File: src/rtl/imem_dmem_arbiter.sv
// Shares one single-port synchronous memory between instruction fetch and load/store.
// Data side has priority; a saturating starvation counter forces a fetch grant.
module imem_dmem_arbiter #(
  parameter int WORD       = 32,
  parameter int ADDR       = 16,
  parameter int STARVE_MAX = 3
) (
  input  logic            clk,
  input  logic            reset,
  input  logic            if_req_i,
  input  logic [ADDR-1:0] if_addr_i,
  output logic            if_gnt_o,
  output logic            if_rvalid_o,
  output logic [WORD-1:0] if_rdata_o,
  input  logic            flush_i,
  input  logic            d_req_i,
  input  logic            d_we_i,
  input  logic [ADDR-1:0] d_addr_i,
  input  logic [WORD-1:0] d_wdata_i,
  output logic            d_gnt_o,
  output logic            d_rvalid_o,
  output logic [WORD-1:0] d_rdata_o,
  output logic            mem_en_o,
  output logic            mem_we_o,
  output logic [ADDR-1:0] mem_addr_o,
  output logic [WORD-1:0] mem_wdata_o,
  input  logic [WORD-1:0] mem_rdata_i
);

  typedef enum logic [1:0] {
    OWN_NONE = 2'd0,
    OWN_IF   = 2'd1,
    OWN_D    = 2'd2
  } owner_e;

  localparam logic [3:0] STARVE_LIM = 4'(STARVE_MAX);

  owner_e     rd_owner, rd_owner_nxt;
  logic [3:0] starve_cnt, starve_cnt_nxt;

  always_ff @(posedge clk) begin
    if (reset) begin
      rd_owner   <= OWN_NONE;
      starve_cnt <= 4'd0;
    end else begin
      rd_owner   <= rd_owner_nxt;
      starve_cnt <= starve_cnt_nxt;
    end
  end

  // Fetch wins a contested cycle only once the counter has saturated.
  always_comb begin
    if_gnt_o = 1'b0;
    d_gnt_o  = 1'b0;
    if (!reset) begin
      if (if_req_i && !flush_i && (!d_req_i || starve_cnt >= STARVE_LIM)) begin
        if_gnt_o = 1'b1;
      end else if (d_req_i) begin
        d_gnt_o = 1'b1;
      end
    end
  end

  always_comb begin
    starve_cnt_nxt = starve_cnt;
    rd_owner_nxt   = OWN_NONE;
    // A redirect freezes the count so the new fetch stream inherits it.
    if (!flush_i) begin
      if (!if_req_i || if_gnt_o) begin
        starve_cnt_nxt = 4'd0;
      end else if (starve_cnt < STARVE_LIM) begin
        starve_cnt_nxt = starve_cnt + 4'd1;
      end
    end
    if (if_gnt_o) begin
      rd_owner_nxt = OWN_IF;
    end else if (d_gnt_o && !d_we_i) begin
      rd_owner_nxt = OWN_D;
    end
  end

  always_comb begin
    mem_en_o    = if_gnt_o | d_gnt_o;
    mem_we_o    = d_gnt_o & d_we_i;
    mem_addr_o  = '0;
    mem_wdata_o = '0;
    if (if_gnt_o) begin
      mem_addr_o = if_addr_i;
    end else if (d_gnt_o) begin
      mem_addr_o  = d_addr_i;
      mem_wdata_o = d_wdata_i;
    end
  end

  assign d_rvalid_o  = !reset && (rd_owner == OWN_D);
  assign if_rvalid_o = !reset && (rd_owner == OWN_IF) && !flush_i;
  assign if_rdata_o  = mem_rdata_i;
  assign d_rdata_o   = mem_rdata_i;

endmodule
File: config.mk
export PLATFORM = sky130hd
export DESIGN_NAME = imem_dmem_arbiter
export DESIGN_NICKNAME = d
export VERILOG_FILES = /design/src/rtl/imem_dmem_arbiter.sv
export SDC_FILE = /design/constraint.sdc
export NUM_CORES = 1
export LEC_CHECK = 0
export ABC_CLOCK_PERIOD_IN_PS = 2300
export BUFFER_PORTS_ARGS = -buffer_cell sky130_fd_sc_hd__buf_2
export CORE_AREA = 2 2 85 87
export CTS_CLUSTER_SIZE = 20
export DETAILED_ROUTE_END_ITERATION = 8
export DIE_AREA = 0 0 87 89
export SLEW_MARGIN = 20
export SYNTH_ARGS = -nofsm -noshare
export SYNTH_HDL_FRONTEND = slang
export SYNTH_SLANG_ARGS = --single-unit
File: constraint.sdc
create_clock -name clk -period 2.3 [get_ports clk]
set_clock_uncertainty 0.2 [all_clocks]
set_input_delay 0.23 -clock clk [delete_from_list [all_inputs] [get_ports clk]]
set_output_delay 0.23 -clock clk [all_outputs]
set_load 0.005 [all_outputs]
# Yosys cells after proc, flatten, opt, wreduce, memory -nomap -nowiden
# Cells that the tools add are included.
# totals
elab_cells	40
in_bits	102
out_inout_bits	118
regBits	6
# classes
n_reduce_logical	16
bitwise_logic	3
add_sub_neg	1
order_cmp	2
muxes	13
n_eq_ne	2
# ops
op	n
$mux W32	2
$mux W16	2
$mux W4	2
$logic_and A1 B1 Y1	6
$mux W1	6
$logic_not A1 Y1	5
$add A4 B1 Y4 const B	1
$ge A4 B2 Y1 const B	1
$lt A4 B2 Y1 const B	1
$eq A2 B1 Y1 const B	1
$eq A2 B2 Y1 const B	1
$logic_or A1 B1 Y1	2
$mux W2	1
$reduce_and A2 Y1	1
$reduce_bool A2 Y1	1
$reduce_or A2 Y1	1
$and A1 B1 Y1	1
$not A1 Y1	1
$or A1 B1 Y1	1

# Logic depth before layout (Yosys ltp)
# Gate-level depths: netlist of run 1.
# logic_depth
word_depth	8
depth_mapped	6
depth_no_buf	4

# Least setup slack after synthesis of run 1
# No wires, ideal clock.
# synth_path
kind	flip-flop to output port
start	register starve_cnt[0]
end	output mem_wdata_o[19]
path_stages_with_launch	7
n_path_buf	2
setup_slack_ps	554
required_ps	1870
t_arrival_ps	1316
cell_sequence	dfxtp_1 > ha_1 > nor4b_4 > buf_6 > o21a_4 > buf_6 > and2_1
# synth_via
elab_chain_cells	7
elab_cells_between_ends	9
classes_between	order compare: 1; mux: 6; reduce/logical: 2
# synth_rtl
item	line_no	rtl
start, declared	39	logic [3:0] starve_cnt, starve_cnt_nxt;
start signal, assigned	47	starve_cnt <= starve_cnt_nxt;
$ge A4 B2 Y1	56	if (if_req_i && !flush_i && (!d_req_i || starve_cnt >= STARVE_LIM)) begin
$logic_or A1 B1 Y1	56	
$logic_and A1 B1 Y1	56	
$mux W1	56	
$mux W1	55	if (!reset) begin
net d_gnt_o	20	output logic d_gnt_o,
$mux W32	89	end else if (d_gnt_o) begin
$mux W32	87	if (if_gnt_o) begin
end, declared	26	output logic [WORD-1:0] mem_wdata_o,
# The timed path passes the listed nets, and every way through them passes these cells.

# Worst setup path after layout of run 1
# layout_path
start	register starve_cnt[0]
end	output mem_addr_o[2]
# layout_via
elab_chain_cells	7
elab_cells_between_ends	9
classes_between	order compare: 1; mux: 6; reduce/logical: 2
# layout_rtl
item	line_no	rtl
$ge A4 B2 Y1 (*)	56	
$logic_or A1 B1 Y1 (*)	56	
$logic_and A1 B1 Y1 (*)	56	
$mux W1	56	
$mux W1	55	
$mux W16	89	
$mux W16 (*)	87	
end, declared	25	output logic [ADDR-1:0] mem_addr_o,
# Every way passes the cells marked *; elsewhere a longest branch is shown, timed or not.

==> impl_metrics.ini, run 1 <==
[worst_setup_path]
worstPathRequired_ns = 1.87
rr_startpoint = starve_cnt[0]
worstSetupStartpointType = flop
rr_endpoint = rd_owner[1]
cp_cell_sequence = ha_1, nor4b_4, buf_6, nor4b_1, a31o_2, buf_2
crit_type = flop to output pin
r2r_slack_ns = 0.66
cp_slowest_stage_delay_ns = 0.35
end_kind = output pin
r2r_cells = 4
worstPathArrival_ns = 1.76
path_max_fanout = 16
cp_top_family = simple AND/OR/NAND/NOR gates
crit_slowest_cell = nor4b_4
cp.buffers_inverters = 2

[yosys]
synthCells = 170
ys_warn_count = 0
ys_types = 21
ys_seq_area_share_pct = 8.82
ys_seq_elements = 6
synth_area_um2 = 1360
syn_nets = 273
avgSynthCellArea_um2 = 8.01

[grt]
grt.overflow.total = 0
grt_pass1_vias = 1169
grt_usage_pct = 8.13
grt_pass1_wl_um = 5110
antenna_found_initial = 0
grt_max_degree = 36

[die]
die_w_um = 87
start_util_pct = 20.3
rows = 30
coreArea_um2 = 6720
die-area_um2 = 7740
io_pins = 220
die_y_um = 89

[cts]
cts_max_level = 1
cts_tree = built
numCtsBuffers = 3
cts.clk_slew.worst_paths_ns = 0.04
worstSkewPairLatency_ns = 0.22
root_buffer = clkbuf_8
cts_buffer_depth = 2
clkSinkCount = 6

[cells_and_area]
num-nets-final = 330
finalNonFillerCells = 305
mostFrequentLayoutCell = buf_2
fin_util_pct = 23.6
multi_input_area_um2 = 649
drive_above_1_share_pct = 67.1
seqCellArea_um2 = 120
final_cell_mix = buf_2 (123), and2_1 (32), nor4b_1 (17)
area_growth_pct = 16.7
fillers = 764
antennaDiodeCount = 0

[placement]
place_ws_ns = 0.287
dp_cells = 300
hpwl_um = 2910
place_congestion = 0.726
port_buffers = 123

[routing]
routed.top_layer = met4
drc = 0
dr_total_vias = 1273
drt_pre_antenna_iters = 4
wl_um = 3640
vias_per_cell = 4.17
drt_iter0_drc = 24
wl_met3_um = 444
wl_met2_um = 1820
wl_per_cell_um = 11.9
ant_nets = 0
met1Wirelength_um = 1300

[hold_path]
hold_class = primary input to flop
min-delay-start = flush_i
min_to = starve_cnt[0]
hold_depth = 3

[sta]
period_share_pct = 95.2
grt_setup_unrepaired = yes
min_period_ns = 2.19
fin_ws_ns = 0.110
setup_viol_count_final = 0
hold_violations = 0
fmax_mhz = 457
drv_slew = 0
hold_slack_ns = 0.119
slew_headroom_pct = 76.2
worst_slew_pin_slew_ns = 0.355

[power_and_ir_drop]
max-vdd-ir-drop_mv = 0.149
power.density_nw_per_um2 = 287
p_total_uw = 456
p_leak_nw = 0.891

[run_status]
status = finished clean

[flow_run]
maxCapViolations = 0
[report_power, final]
part | internal [mW] | switching [mW] | leakage, nW
logic | 0.112 | 0.0814 | 0.820
registers | 0.107 | 0.000972 | 0.0486
clock network | 0.112 | 0.0428 | 0.0216
[cell type report]
class / instances / area share [%]
clock buffers: 3 / 2.60
multi-input cells: 86 / 40.9
repair buffers: 130 / 42.7
well taps: 80 / 6.30
flip-flops and latches: 6 / 7.56
[how the worst max path moves through the flow]
stage                             start               to  slack, ns  cells past startpoint
after floorplan           starve_cnt[0]  mem_wdata_o[19]       0.55                      6
after global placement    starve_cnt[0]    mem_addr_o[8]       0.34                      6
after detailed placement  starve_cnt[0]    mem_addr_o[2]       0.29                      6
after CTS                 starve_cnt[0]    mem_addr_o[2]       0.05                      6
after global routing      starve_cnt[0]   mem_wdata_o[9]     -0.008                      5
final                     starve_cnt[0]    mem_addr_o[2]       0.11                      6
[logic make-up after synthesis]
group                      share of synthesized area [%]
buffers and inverters                               43.7
and+or+nand+nor                                     34.2
AOI/OAI and AO/OA                                   12.4
DFF                                                 8.82
adders and majority gates                          0.919
[cells in the mapped netlist (all sizes together)]
master,instances,area (µm²)
nand3b,1,7.51
a32oi,1,8.76
ha,1,12.5
and3b,2,17.5
a31o,16,140
nand2b,2,12.5
nor2,5,18.8
a21oi,1,5.00
nor2b,3,18.8
and2,33,206
nor3b,1,7.51
clkbuf,3,12.5
o21a,1,15.0
nor4b,18,173
buf,75,582
dfxtp,6,120
nand2,1,3.75
[worst register-to-register path, cell delays in order (launching register included)]
cell,delay (ns)
dfxtp_1,0.31
ha_1,0.22
nor4b_4,0.35
o21a_4,0.34
nor2b_1,0.16
[state kept, by name (all words and copies together), names as in the netlist]
name	flops
starve_cnt	4
rd_owner	2
[metal layers]
metal	vias up	track usage, %
met1	538	7.70
li1	620	-
met3	12	2.31
met2	103	15.7
met4	0	4.55
met5	-	0
[repair_timing]
item | in CTS | in global routing
setup endpoints to repair | 0 | 17
setup buffers | 0 | 1
endpoints found under the hold margin | 1 | 0
resized for setup | 0 | 3
hold buffers | 1 | 0
[per-stage QoR]
stage	TNS, ns	area [µm²]
6_report	0	1590
3_3_place_gp	0	1520
4_1_cts	0	1570
2_1_floorplan	0	1360
5_1_grt	-0.0244	1590
3_5_place_dp	0	1520
(Power assumes the default switching activity.)
==> run 2, diff against run 1 <==
Settings changed: CORE_AREA 2 2 85 87 to 5 5 81 83, CTS_BUF_LIST from default to sky130_fd_sc_hd__clkbuf_16, DIE_AREA 0 0 87 89 to 0 0 86 88, PLACE_DENSITY from default to 0.7.
==> run 2 against run 1 <==
Against the previous run: worst setup slack better by 0.021 ns; highest routed layer unchanged; via count up 2.6%; first-iteration DRC count down 38%; clock power up 80%; critical endpoint is now mem_addr_o[11]; maximum frequency up 0.98%.
==> impl_metrics.ini, run 2 (synthesis gave the netlist of run 1 again) <==
[run_status]
status = finished clean

[cts]
root_buffer = clkbuf_16
cts_max_level = 1
worstSkewPairLatency_ns = 0.23
clkSinkCount = 6
cts.clk_slew.worst_paths_ns = 0.03
numCtsBuffers = 3
cts_tree = built
cts_buffer_depth = 2

[grt]
grt_pass1_wl_um = 6380
grt_pass1_vias = 1321
grt_max_degree = 36
antenna_found_initial = 0
grt.overflow.total = 0
grt_usage_pct = 10.4

[worst_setup_path]
path_max_fanout = 5
worstPathRequired_ns = 1.87
worstPathArrival_ns = 1.74
end_kind = output pin
worstSetupStartpointType = flop
crit_type = flop to output pin

[routing]
drt_pre_antenna_iters = 4
drc = 0
vias_per_cell = 4.32
wl_um = 4580
ant_nets = 0
wl_per_cell_um = 15.2
drt_iter0_drc = 15
dr_total_vias = 1306

[die]
rows = 28
die_w_um = 86
start_util_pct = 23.5
coreArea_um2 = 5780
die_y_um = 88
io_pins = 220
die-area_um2 = 7570

[cells_and_area]
antennaDiodeCount = 0
largest_register = starve_cnt
drive_above_1_share_pct = 67.0
largestRegisters = starve_cnt x4, rd_owner x2
mostFrequentLayoutCell = buf_2
largest_register_ffs = 4
num-nets-final = 332
area_growth_pct = 19.9
final_cell_mix = buf_2 (123), and2_1 (33), nor4b_1 (17)

[placement]
place_congestion = 0.629
port_buffers = 123
place_ws_ns = 0.334

[sta]
fin_ws_ns = 0.132
slew_headroom_pct = 72.2
hold_violations = 0
drv_slew = 0
fmax_mhz = 461
setup_viol_count_final = 0
grt_setup_unrepaired = no
setup-tns-final_ns = 0
period_share_pct = 94.3
worst_slew_pin_slew_ns = 0.412
min_period_ns = 2.17

[power_and_ir_drop]
power.density_nw_per_um2 = 359
max-vdd-ir-drop_mv = 0.147
p_leak_nw = 0.912

[flow_run]
maxCapViolations = 0

[hold_path]
hold_class = primary input to flop
-- run 2: cell types whose count changed in the layout (fill, tap and decap cells not counted), sizes merged --
| cell | change |
|---|---|
| buf | +1 |
| o21a | +1 |
-- run 2: worst paths after layout --
path	from	endpoint	slack [ns]	depth (start not counted)
worst max-delay path	starve_cnt[0]	mem_addr_o[11]	0.13	7
worst min-delay path	reset	starve_cnt[0]	0.12	2
worst max register to register	starve_cnt[0]	rd_owner[1]	0.66	5
worst min register to register	starve_cnt[0]	starve_cnt[0]	0.29	2
-- run 2: cell type report --
class / count / area (µm²)
fill: 651 / 4150
timing repair buffer: 131 / 682
multi-input combinational: 87 / 662
sequential: 6 / 120
tap: 75 / 93.8
clock buffer: 3 / 75.1
-- run 2: stage by stage --
step	hold WS (ns)	power (mW)	cells	area [µm²]	utilization [%]
global route	0.141	0.623	302	1630	28.2
finish	0.117	0.586	302	1630	28.2
global placement	0.229	0.300	296	1520	26.3
detailed placement	0.227	0.304	296	1520	26.3
CTS	0.128	0.589	300	1610	27.8
floorplan	0.102	0.295	170	1360	-
-- run 2: worst max-delay path: stages, from the launching register on --
cell	delay [ns]
dfxtp_1	0.31
ha_1	0.22
nor4b_4	0.25
buf_4	0.19
buf_4	0.14
nor4b_1	0.06
a31o_2	0.22
buf_2	0.12
-- run 2: timing repair --
item,4_1_cts,5_1_grt
resized for setup,0,2
hold buffers,1,0
setup endpoints to repair,0,17
setup buffers,0,1
endpoints found under the hold margin,1,0
-- run 2: report_power, final --
group	total, mW	switching [mW]	internal (mW)
clock network	0.279	0.0559	0.223
logic	0.199	0.0854	0.114
registers	0.108	0.00101	0.107
total	0.586	0.142	0.444
-- run 2: layer usage --
| layer | vias up | track usage, % | part of all wire [%] |
|---|---|---|---|
| li1 | 628 | - | - |
| met1 | 559 | 11.6 | 35 |
| met2 | 91 | 17.7 | 48 |
| met3 | 28 | 3.86 | 13 |
| met4 | 0 | 4.89 | 3.7 |
| met5 | - | 0 | 0 |
==> run 3, diff against run 2 <==
Settings changed: ABC_AREA from default to 1, CORE_AREA 5 5 81 83 to 5 5 83 85, DIE_AREA 0 0 86 88 to 0 0 88 90, PLACE_DENSITY 0.7 to default.
==> run 3 against run 2 <==
Against the previous run: maximum frequency rose by 7.1%; critical path depth rose by 1; count of clock-buffer cells in the layout did not move; total power shrank 2.3%; die area rose by 4.7%; register-to-register slack better by 0.16 ns; utilization fell by 3.4 points; worst hold slack got worse by 0.083 ns.
==> impl_metrics.ini, run 3 <==
[die]
io_pins = 220
rows = 29
start_util_pct = 20.2
coreArea_um2 = 6130
die_y_um = 90
die-area_um2 = 7920
die_w_um = 88

[cells_and_area]
fin_util_pct = 24.9
area_growth_pct = 22.8
largestRegisters = starve_cnt x4, rd_owner x2
num-nets-final = 359
largest_register_ffs = 4
stdcell_area_um2 = 1520
drive_above_1_share_pct = 54.3
final_cell_mix = buf_2 (123), nor2_1 (39), inv_1 (38)
largest_register = starve_cnt
antennaDiodeCount = 0
mostFrequentLayoutCell = buf_2

[hold_path]
hold_class = primary input to flop
min-delay-start = reset

[yosys]
yosys.area.top_type_share_pct = 38.7
avgSynthCellArea_um2 = 6.37
synth_top_area_cell = buf_4
ys_seq_area_share_pct = 9.68
ys_types = 20
syn_nets = 298
synth-simple-area-share_pct = 22.1
ys_warn_count = 0
synth_top_family_by_area = buffers and inverters
synth-xor-area-share_pct = 0
synth_compound_area_share_pct = 12.1
ys_seq_elements = 6
yosys-top-cells-count = buf_4 (64), nor2_1 (39), inv_1 (38)
synthAdderAreaFrac_pct = 1.01
ys.flop_type = dfxtp_1
synthCells = 195
yosys-top-cells-area = buf_4 (39%), nor2_1 (12%), inv_1 (11%), a22o_1 (11%), dfxtp_1 (9.7%)
synth_area_um2 = 1240
synth_edf_count = 0
async_flop_share_pct = 0
muxShareOfSynthArea_pct = 0
yosysMostFrequentCell = buf_4

[sta]
setup_viol_count_final = 0
period_share_pct = 88.0
worst_slew_pin_slew_ns = 0.336
fmax_mhz = 494
min_period_ns = 2.02
slew_headroom_pct = 77.6
fin_ws_ns = 0.276
grt_setup_unrepaired = no
drv_slew = 0
hold_violations = 0
setup-tns-final_ns = 0

[routing]
wl_um = 3840
ant_nets = 0
dr_total_vias = 1293
wl_per_cell_um = 11.6
drc = 0
vias_per_cell = 3.91
drt_pre_antenna_iters = 4
drt_iter0_drc = 18

[cts]
worstSkewPairLatency_ns = 0.22
cts_tree = built
cts_buffer_depth = 2
cts_max_level = 1
cts.clk_slew.worst_paths_ns = 0.03
root_buffer = clkbuf_16
clkSinkCount = 6
cts_resized = 0
numCtsBuffers = 3
cts_setup_buffers = 0

[worst_setup_path]
crit_end = mem_wdata_o[8]
r2r_cells = 7
worstSetupStartpointType = flop
rr_endpoint = rd_owner[1]
path_max_fanout = 35
worstPathArrival_ns = 1.59
end_kind = output pin
setup.worst_path.start = starve_cnt[0]
crit_type = flop to output pin
r2r_slack_ns = 0.82
rr_startpoint = starve_cnt[0]
worstPathRequired_ns = 1.87

[power_and_ir_drop]
p_leak_nw = 1.07
max-vdd-ir-drop_mv = 0.254
power.density_nw_per_um2 = 375
p_total_uw = 572

[placement]
place_area_um2 = 1440
place_ws_ns = 0.453
hpwl_um = 3420
place_congestion = 0.656
port_buffers = 123

[flow_run]
maxCapViolations = 0

[grt]
grt_pass1_vias = 1234
antenna_found_initial = 0
grt_max_degree = 36
grt.overflow.total = 0
grt_pass1_wl_um = 5400
grt_usage_pct = 8.40

[run_status]
status = finished clean
[run 3: cell types whose count changed after synthesis, sizes merged, moves of 16 or more]
cell   delta
a22o     +16
a31o     -16
and2     -33
inv      +42
nor2     +36
nor4b    -18
[run 3: power by group]
| part | internal [mW] | leakage, nW | total [mW] | switching, mW |
|---|---|---|---|---|
| Sequential | 0.108 | 0.0490 | 0.111 | 0.00211 |
| Combinational | 0.0983 | 0.988 | 0.184 | 0.0862 |
| Clock | 0.223 | 0.0370 | 0.277 | 0.0543 |
| Total | 0.430 | 1.07 | 0.572 | 0.143 |
[run 3: cell type report]
type,count,area [µm²]
inverters,42,163
well taps,77,96.3
multi-input cells,78,437
flip-flops and latches,6,120
repair buffers,125,633
fillers,687,4610
clock buffers,3,75.1
[run 3: kinds of logic (layout without fill, tap and decap cells)]
family | count (synthesis) | after routing
and+or+nand+nor | 59 | 59
adders and majority gates | 1 | 1
buffers and inverters | 111 | 170
AOI/OAI and AO/OA | 18 | 18
DFF | 6 | 6
[run 3: repair_timing]
item	CTS	global route
setup endpoints to repair	0	0
hold buffers	1	0
hold endpoints to repair	1	0
[run 3: routing by layer]
| metal | share of wire, % | routed length, µm | GRT usage, % | vias up |
|---|---|---|---|---|
| met5 | 0 | 0 | 0 | - |
| met4 | 3.0 | 114 | 3.58 | 0 |
| met3 | 22 | 837 | 4.30 | 15 |
| met2 | 47 | 1820 | 15.7 | 136 |
| met1 | 28 | 1070 | 7.21 | 503 |
| li1 | - | - | - | 639 |
[run 3: how the worst min path moves through the flow]
stage	slack (ns)	end	depth (start not counted)
floorplan	0.10	starve_cnt[2]	1
global placement	0.21	rd_owner[1]	2
detailed placement	0.21	rd_owner[1]	2
CTS	0.04	starve_cnt[3]	2
global route	0.05	starve_cnt[3]	2
finish	0.03	starve_cnt[2]	2
[run 3: worst max-delay path, stage by stage, from the launching register on]
cell and delay [ns]:
dfxtp_1 0.32, ha_1 0.19, inv_1 0.08, nand3_2 0.10, nand2_2 0.09, nand3_4 0.07, buf_4 0.24, nor2_1 0.15
buf_2 0.13
[run 3: per-stage QoR]
step,cells,hold slack [ns]
after floorplan,195,0.102
after global placement,327,0.208
after detailed placement,327,0.208
after CTS,331,0.0363
after global routing,331,0.0544
final,331,0.0339
